## config.mk

```make
export PLATFORM = sky130hd
export DESIGN_NAME = maroc_sc_loader
export DESIGN_NICKNAME = d
export VERILOG_FILES = /design/src/rtl/maroc_sc_pkg.sv /design/src/rtl/maroc_sc_loader_clk_gen.sv /design/src/rtl/maroc_sc_loader.sv
export SDC_FILE = /design/constraint.sdc
export NUM_CORES = 2
export LEC_CHECK = 0
export BUFFER_PORTS_ARGS = -buffer_cell sky130_fd_sc_hd__buf_2
export CORE_AREA = 2 2 334 336
export DETAILED_ROUTE_END_ITERATION = 10
export DIE_AREA = 0 0 336 338
export RECOVER_POWER = 50
export SLEW_MARGIN = 10
export SYNTH_ARGS = -nofsm -noshare
export SYNTH_HDL_FRONTEND = slang
export SYNTH_SLANG_ARGS = --single-unit
```

## constraint.sdc

```tcl
create_clock -name clk -period 41.5 [get_ports clk]
set_clock_uncertainty 0.2 [all_clocks]
set_input_delay 8.3 -clock clk [delete_from_list [all_inputs] [get_ports clk]]
set_output_delay 8.3 -clock clk [all_outputs]
set_load 0.01 [all_outputs]
```

## src/rtl/maroc_sc_pkg.sv

```systemverilog
// -----------------------------------------------------------------------------
// maroc_sc_pkg
// Shared definitions for the MAROC slow-control loader:
//   - sc_state_e     : loader FSM states
//   - MAROC3_FRAME_W : MAROC3 slow-control frame length in bits
//   - OFS_*          : bit offsets of the main fields inside the frame, used by
//                      the host-side frame assembly logic
//   - is_shifting()  : true in the states that drive CK_SC / D_SC
// -----------------------------------------------------------------------------
package maroc_sc_pkg;

    typedef enum logic [2:0] {
        IDLE   = 3'd0,
        RST    = 3'd1,
        LOAD   = 3'd2,
        VERIFY = 3'd3,
        DONE   = 3'd4
    } sc_state_e;

    localparam int MAROC3_FRAME_W = 829;

    // Field offsets within the MAROC3 slow-control frame.
    localparam int OFS_DAC2  = 3;
    localparam int OFS_DAC1  = 13;
    localparam int OFS_MASK  = 27;
    localparam int OFS_GAIN  = 189;
    localparam int OFS_CTEST = 765;

    function automatic logic is_shifting(input sc_state_e s);
        return (s == LOAD) || (s == VERIFY);
    endfunction

endpackage

```

## src/rtl/maroc_sc_loader_clk_gen.sv

```systemverilog
// -----------------------------------------------------------------------------
// sc_clk_gen
// Divided serial clock generator for the MAROC slow-control interface.
// While en_i is high a counter runs 0..CLK_DIV-1 and toggles the phase on
// every wrap, so one full CK_SC period is 2*CLK_DIV clk. The first half of
// every period is low. While en_i is low the divider is held at count 0,
// phase low, so the first enabled cycle always starts a fresh low phase.
// Ports:
//   clk, rst : system clock, asynchronous active-high reset
//   en_i     : run the divider
//   ck_o     : CK_SC level (the phase register)
//   rise_o   : strobe on the clk cycle whose edge raises ck_o
//   fall_o   : strobe on the clk cycle whose edge lowers ck_o (end of a bit)
// -----------------------------------------------------------------------------
module sc_clk_gen #(
    parameter int CLK_DIV = 4
) (
    input  logic clk,
    input  logic rst,
    input  logic en_i,
    output logic ck_o,
    output logic rise_o,
    output logic fall_o
);

    localparam int CW = (CLK_DIV > 1) ? $clog2(CLK_DIV) : 1;

    logic [CW-1:0] cnt_q, cnt_d;
    logic          phase_q, phase_d;
    logic          wrap;

    assign wrap = en_i && (cnt_q == CW'(CLK_DIV - 1));

    always_comb begin
        cnt_d   = cnt_q;
        phase_d = phase_q;
        if (!en_i) begin
            cnt_d   = '0;
            phase_d = 1'b0;
        end else if (wrap) begin
            cnt_d   = '0;
            phase_d = ~phase_q;
        end else begin
            cnt_d   = cnt_q + 1'b1;
        end
    end

    always_ff @(posedge clk or posedge rst) begin
        if (rst) begin
            cnt_q   <= '0;
            phase_q <= 1'b0;
        end else begin
            cnt_q   <= cnt_d;
            phase_q <= phase_d;
        end
    end

    assign ck_o   = phase_q;
    assign rise_o = wrap && !phase_q;
    assign fall_o = wrap && phase_q;

endmodule

```

## src/rtl/maroc_sc_loader.sv

```systemverilog
// -----------------------------------------------------------------------------
// maroc_sc_loader
// MAROC slow-control loader. Latches a configuration frame on an accepted
// start, pulses RSTn_SC low, shifts the frame out on D_SC with a divided
// CK_SC and, when READBACK=1, shifts it a second time while comparing the
// chip's Q_SC against the expected bits.
// Ports:
//   clk, rst   : system clock, asynchronous active-high reset
//   start      : load request (valid); accepted only when busy=0 in IDLE
//   frame      : configuration frame, sampled on the accepted start cycle
//   busy       : operation in progress (RST, LOAD, VERIFY)
//   done       : one-cycle pulse at the end of an operation
//   err        : readback mismatch seen, sticky until next accepted start
//   err_idx    : shift-order index of the first mismatching bit
//   sc_d       : D_SC serial data
//   sc_ck      : CK_SC, idle low
//   sc_rstn    : RSTn_SC, active low, idle high
//   sc_q       : Q_SC from the chip (asynchronous, synchronised here)
//   dbg_state  : current FSM state, for observation only
//
// Handshake: start acts as a valid strobe and "state is IDLE" as ready. A
// transfer happens on the clk edge where start=1 in IDLE; start at any other
// time (including the cycle showing done) is dropped without side effects.
// -----------------------------------------------------------------------------
module maroc_sc_loader
    import maroc_sc_pkg::*;
#(
    parameter int FRAME_W    = 829,
    parameter int CLK_DIV    = 4,
    parameter int RST_CYCLES = 8,
    parameter int LSB_FIRST  = 1,
    parameter int READBACK   = 1
) (
    input  logic                       clk,
    input  logic                       rst,
    input  logic                       start,
    input  logic [FRAME_W-1:0]         frame,
    output logic                       busy,
    output logic                       done,
    output logic                       err,
    output logic [$clog2(FRAME_W)-1:0] err_idx,
    output logic                       sc_d,
    output logic                       sc_ck,
    output logic                       sc_rstn,
    input  logic                       sc_q,
    output logic [2:0]                 dbg_state
);

    localparam int IW = $clog2(FRAME_W);
    localparam int RW = (RST_CYCLES > 1) ? $clog2(RST_CYCLES) : 1;

    sc_state_e          state_q, state_d;
    logic [FRAME_W-1:0] sr_q, sr_d;
    logic [IW-1:0]      bit_q, bit_d;
    logic [RW-1:0]      rcnt_q, rcnt_d;
    logic [1:0]         sync_q;
    logic               err_q, err_d;
    logic [IW-1:0]      idx_q, idx_d;

    logic               shifting;
    logic               ck, ck_rise, ck_fall;
    logic               sr_out;
    logic               last_bit;
    logic [FRAME_W-1:0] sr_rot;

    assign shifting = is_shifting(state_q);
    assign last_bit = (bit_q == IW'(FRAME_W - 1));

    sc_clk_gen #(
        .CLK_DIV (CLK_DIV)
    ) u_clk_gen (
        .clk    (clk),
        .rst    (rst),
        .en_i   (shifting),
        .ck_o   (ck),
        .rise_o (ck_rise),
        .fall_o (ck_fall)
    );

    // The register rotates rather than shifts so that after FRAME_W bits it
    // holds the original frame again, ready for the verify pass.
    generate
        if (LSB_FIRST != 0) begin : g_lsb
            assign sr_out = sr_q[0];
            assign sr_rot = {sr_q[0], sr_q[FRAME_W-1:1]};
        end else begin : g_msb
            assign sr_out = sr_q[FRAME_W-1];
            assign sr_rot = {sr_q[FRAME_W-2:0], sr_q[FRAME_W-1]};
        end
    endgenerate

    always_comb begin
        state_d = state_q;
        sr_d    = sr_q;
        bit_d   = bit_q;
        rcnt_d  = rcnt_q;
        err_d   = err_q;
        idx_d   = idx_q;
        case (state_q)
            IDLE: begin
                if (start) begin
                    sr_d    = frame;
                    err_d   = 1'b0;
                    idx_d   = '0;
                    rcnt_d  = '0;
                    bit_d   = '0;
                    state_d = RST;
                end
            end
            RST: begin
                if (rcnt_q == RW'(RST_CYCLES - 1)) begin
                    state_d = LOAD;
                end else begin
                    rcnt_d = rcnt_q + 1'b1;
                end
            end
            LOAD, VERIFY: begin
                // The chip clocks D_SC in on the CK_SC rise and presents the
                // oldest stored bit on Q_SC; on the verify pass that bit is
                // the one loaded first, i.e. logical bit bit_q.
                if (state_q == VERIFY && ck_rise && !err_q && (sync_q[1] != sr_out)) begin
                    err_d = 1'b1;
                    idx_d = bit_q;
                end
                if (ck_fall) begin
                    sr_d = sr_rot;
                    if (last_bit) begin
                        bit_d   = '0;
                        state_d = (state_q == LOAD && READBACK != 0) ? VERIFY : DONE;
                    end else begin
                        bit_d = bit_q + 1'b1;
                    end
                end
            end
            DONE: begin
                state_d = IDLE;
            end
            default: begin
                state_d = IDLE;
            end
        endcase
    end

    always_ff @(posedge clk or posedge rst) begin
        if (rst) begin
            state_q <= IDLE;
            sr_q    <= '0;
            bit_q   <= '0;
            rcnt_q  <= '0;
            sync_q  <= '0;
            err_q   <= 1'b0;
            idx_q   <= '0;
        end else begin
            state_q <= state_d;
            sr_q    <= sr_d;
            bit_q   <= bit_d;
            rcnt_q  <= rcnt_d;
            sync_q  <= {sync_q[0], sc_q};
            err_q   <= err_d;
            idx_q   <= idx_d;
        end
    end

    assign busy      = (state_q == RST) || shifting;
    assign done      = (state_q == DONE);
    assign err       = err_q;
    assign err_idx   = idx_q;
    assign sc_d      = shifting & sr_out;
    assign sc_ck     = ck;
    assign sc_rstn   = (state_q != RST);
    assign dbg_state = state_q;

endmodule
```

==> run metrics <==
die area around 0.11 sq mm; VDD IR-drop max approximately 0.000045 V; Pwr Total roughly 0.0036 W; design area approximately 0.047 sq mm; number of synthesized flops with an enable pin 0; most used routing layer in global routing met2; Final period util 0.597; clk_lat worst skew ~0.67 ns; status finished with violations; DP Cell Count between 6,000 and 7,000; WL final approximately 120 mm; critical path peak fanout between 200 and 300; clk root buf clkbuf_16; total track usage 0.197; Congestion Overflow GR 0; worst hold path class reg2reg; hold buffer count at CTS 0; post-route ant nets 0; area of the multi-input gates 0.0152 sq mm; DP Wirelength about 78 mm; CTS buffer count slightly below 100; RSZ-0062 raised after global routing false; syn_area_per_cell ~8.3 sq um; Slowest Stage Delay on Critical Path slightly below 7 ns; vias roughly 34,000; IO Pins ~850; Unique masters post-synth 34; Crit-path slowest cell clkbuf_1; Final GP Congestion slightly above 0.8; delay-heaviest family, CP buffers and inverters; grt met2 use 0.318; max-cap viol count 15; num rows 122; Synth area leader dfrtp_1; number of global-route vias before repair 32,281; Worst EP arrival 25.05 ns; most frequent cell after synthesis nand2_1; most frequent cells after synthesis nand2_1 (1,661), dfrtp_1 (861), nor2_1 (838); Max Freq 40.3 MHz; Final Non-Filler Cells 6,906; crit-path cells clkbuf_1 > or4b_1 > nand2_1 > clkbuf_1 > clkbuf_1 > buf_4 > buf_4 > a31oi_1; number of post-CTS setup repair buffers 0; final slew viol count ~1,700; Setup-failing EPs final 0; asr flop ratio synth 1.00; power per cell area between 70 and 80 mW/mm^2; Post-Syn Nets around 5,500; nets about 6,000; CP Capture Type flip-flop; Max H-tree Level 3; initial core utilization 0.353; most used cell, CP clkbuf_1; largest net degree at the start of global routing between 200 and 300; Vias/cell between 4 and 5; DRT Pass-1 Iters 7; met3 Track Usage GR 0.0473; Worst-Margin Slew 9.47 ns; Die W 336 um; register bit total from synthesis roughly 860; most common flop cell mapped by yosys dfrtp_1; Detailed Route Iter0 Violations roughly 2,900; Seq/Total Area, Yosys 0.555; register area around 0.022 sq mm; failing checks max-capacitance violations, max-slew violations; CP bufs+invs 5; FILL cells ~11,000; global-route wire length before repair approximately 180 mm; CP Class in2reg; area growth from synthesis to layout 20.6%; CTS Buffer Depth 3; mapped cell area 0.0388 sq mm; share of layout cells above drive strength 1 0.193; final hold viol count 0; Synth warnings 0; worst endpoint required time approximately 42 ns; CTS tree done; crit start category input pin; met1 Use GR 0.251; fin crit period between 20 and 25 ns; Clk pin slew, worst setup/hold paths about 0.060 ns; Leak ~21 nW; CTS resizes 0; Core ar. approximately 0.11 sq mm; Rel. slew slack -5.31; top-area cell type share of the netlist area 0.555; Fin Setup TNS 0 ns; # clock sinks roughly 860; Post-Syn Instances roughly 4,700; top cells by area, synth dfrtp_1 (55%), nand2_1 (16%), a31oi_1 (13%); IO Port Bufs roughly 850; Post-DP Area ~0.043 sq mm; initial antenna violation count 82; DRC 0; Die Y between 300 and 400 um; detailed-route wire length per cell 16.8 um
[final timing paths]
path	endpoint	startpoint	cells past startpoint	slack [ns]
max	sr_q[606]$_DFFE_PP0P_	start	8	16.71
min	sync_q[1]$_DFF_PP0_	sync_q[0]$_DFF_PP0_	0	0.15
max reg2reg	sr_q[606]$_DFFE_PP0P_	dbg_state[0]$_DFFE_PP0P_	7	23.81
min reg2reg	sync_q[1]$_DFF_PP0_	sync_q[0]$_DFF_PP0_	0	0.15
max in group asynchronous	sr_q[616]$_DFFE_PP0P_	rst	4	18.17
min in group asynchronous	sr_q[412]$_DFFE_PP0P_	rst	2	9.21
[layout by cell type, fill, tap and decap left out, drive strengths merged, types with 8 or more instances in the layout]
cell and n:
buf 853, nand3 18, a21oi 8, clkinvlp 8, nand2 1662, a31oi 829
nor2 838, o21ai 19, bufinv 11, clkinv 25, dfrtp 861, clkbuf 170
diode 53, inv 15
[registers in the layout, indices dropped and copies added (netlist names)]
register	count
u_clk_gen.cnt_q	2
u_clk_gen.ck_o	1
rcnt_q	3
bit_q	10
err	1
dbg_state	3
sync_q	2
err_idx	10
sr_q	829
[worst register-to-register path, delay by kind of cell, from the launching register on]
family                 cells  cell delay, ns
buffers and inverters      4           12.03
AND/OR/NAND/NOR            2            4.43
flip-flops                 1            0.58
AO/OA/AOI/OAI              1            0.25
[cell families (layout without fill, tap and decap cells)]
logic type	Yosys count	after routing	share of synthesized area
AO/OA/AOI/OAI	867	867	0.140
buffers and inverters	392	1082	0.0539
AND/OR/NAND/NOR	2541	2541	0.248
other	0	53	0
XOR/XNOR	7	7	0.00158
multiplexers	2	2	0.000580
flip-flops	861	861	0.555
adder cells (fa/ha/maj)	5	5	0.00161
[metal layers]
layer	routed length [um]	vias up
met5	469	-
li1	-	16840
met2	55600	950
met1	48500	16342
met4	3700	70
met3	7710	236
[power by group]
| part | internal (W) | leakage, nW | switching [W] |
|---|---|---|---|
| logic | 0.000464 | 9.97 | 0.000709 |
| clock network | 0.000568 | 1.75 | 0.000367 |
| registers | 0.00124 | 9.49 | 0.000223 |
[per-stage QoR]
step                worst slack [ns]  utilization  hold WS [ns]
floorplan                       8.81            -         0.131
global placement               25.49        0.393         0.136
detailed placement             25.41        0.393         0.141
CTS                            26.14        0.426         0.154
global route                   14.59        0.425         0.154
finish                         16.71        0.426         0.152
[area by class of cell]
type / count / area share
Multi-Input combinational cell: 3422 / 0.325
Clock inverter: 45 / 0.0123
Clock buffer: 140 / 0.0635
Antenna cell: 53 / 0.00283
Inverter: 14 / 0.00115
Sequential cell: 861 / 0.460
Timing Repair Buffer: 883 / 0.0960
Tap cell: 1488 / 0.0397
No activity file was read; power rests on OpenSTA's default activity.
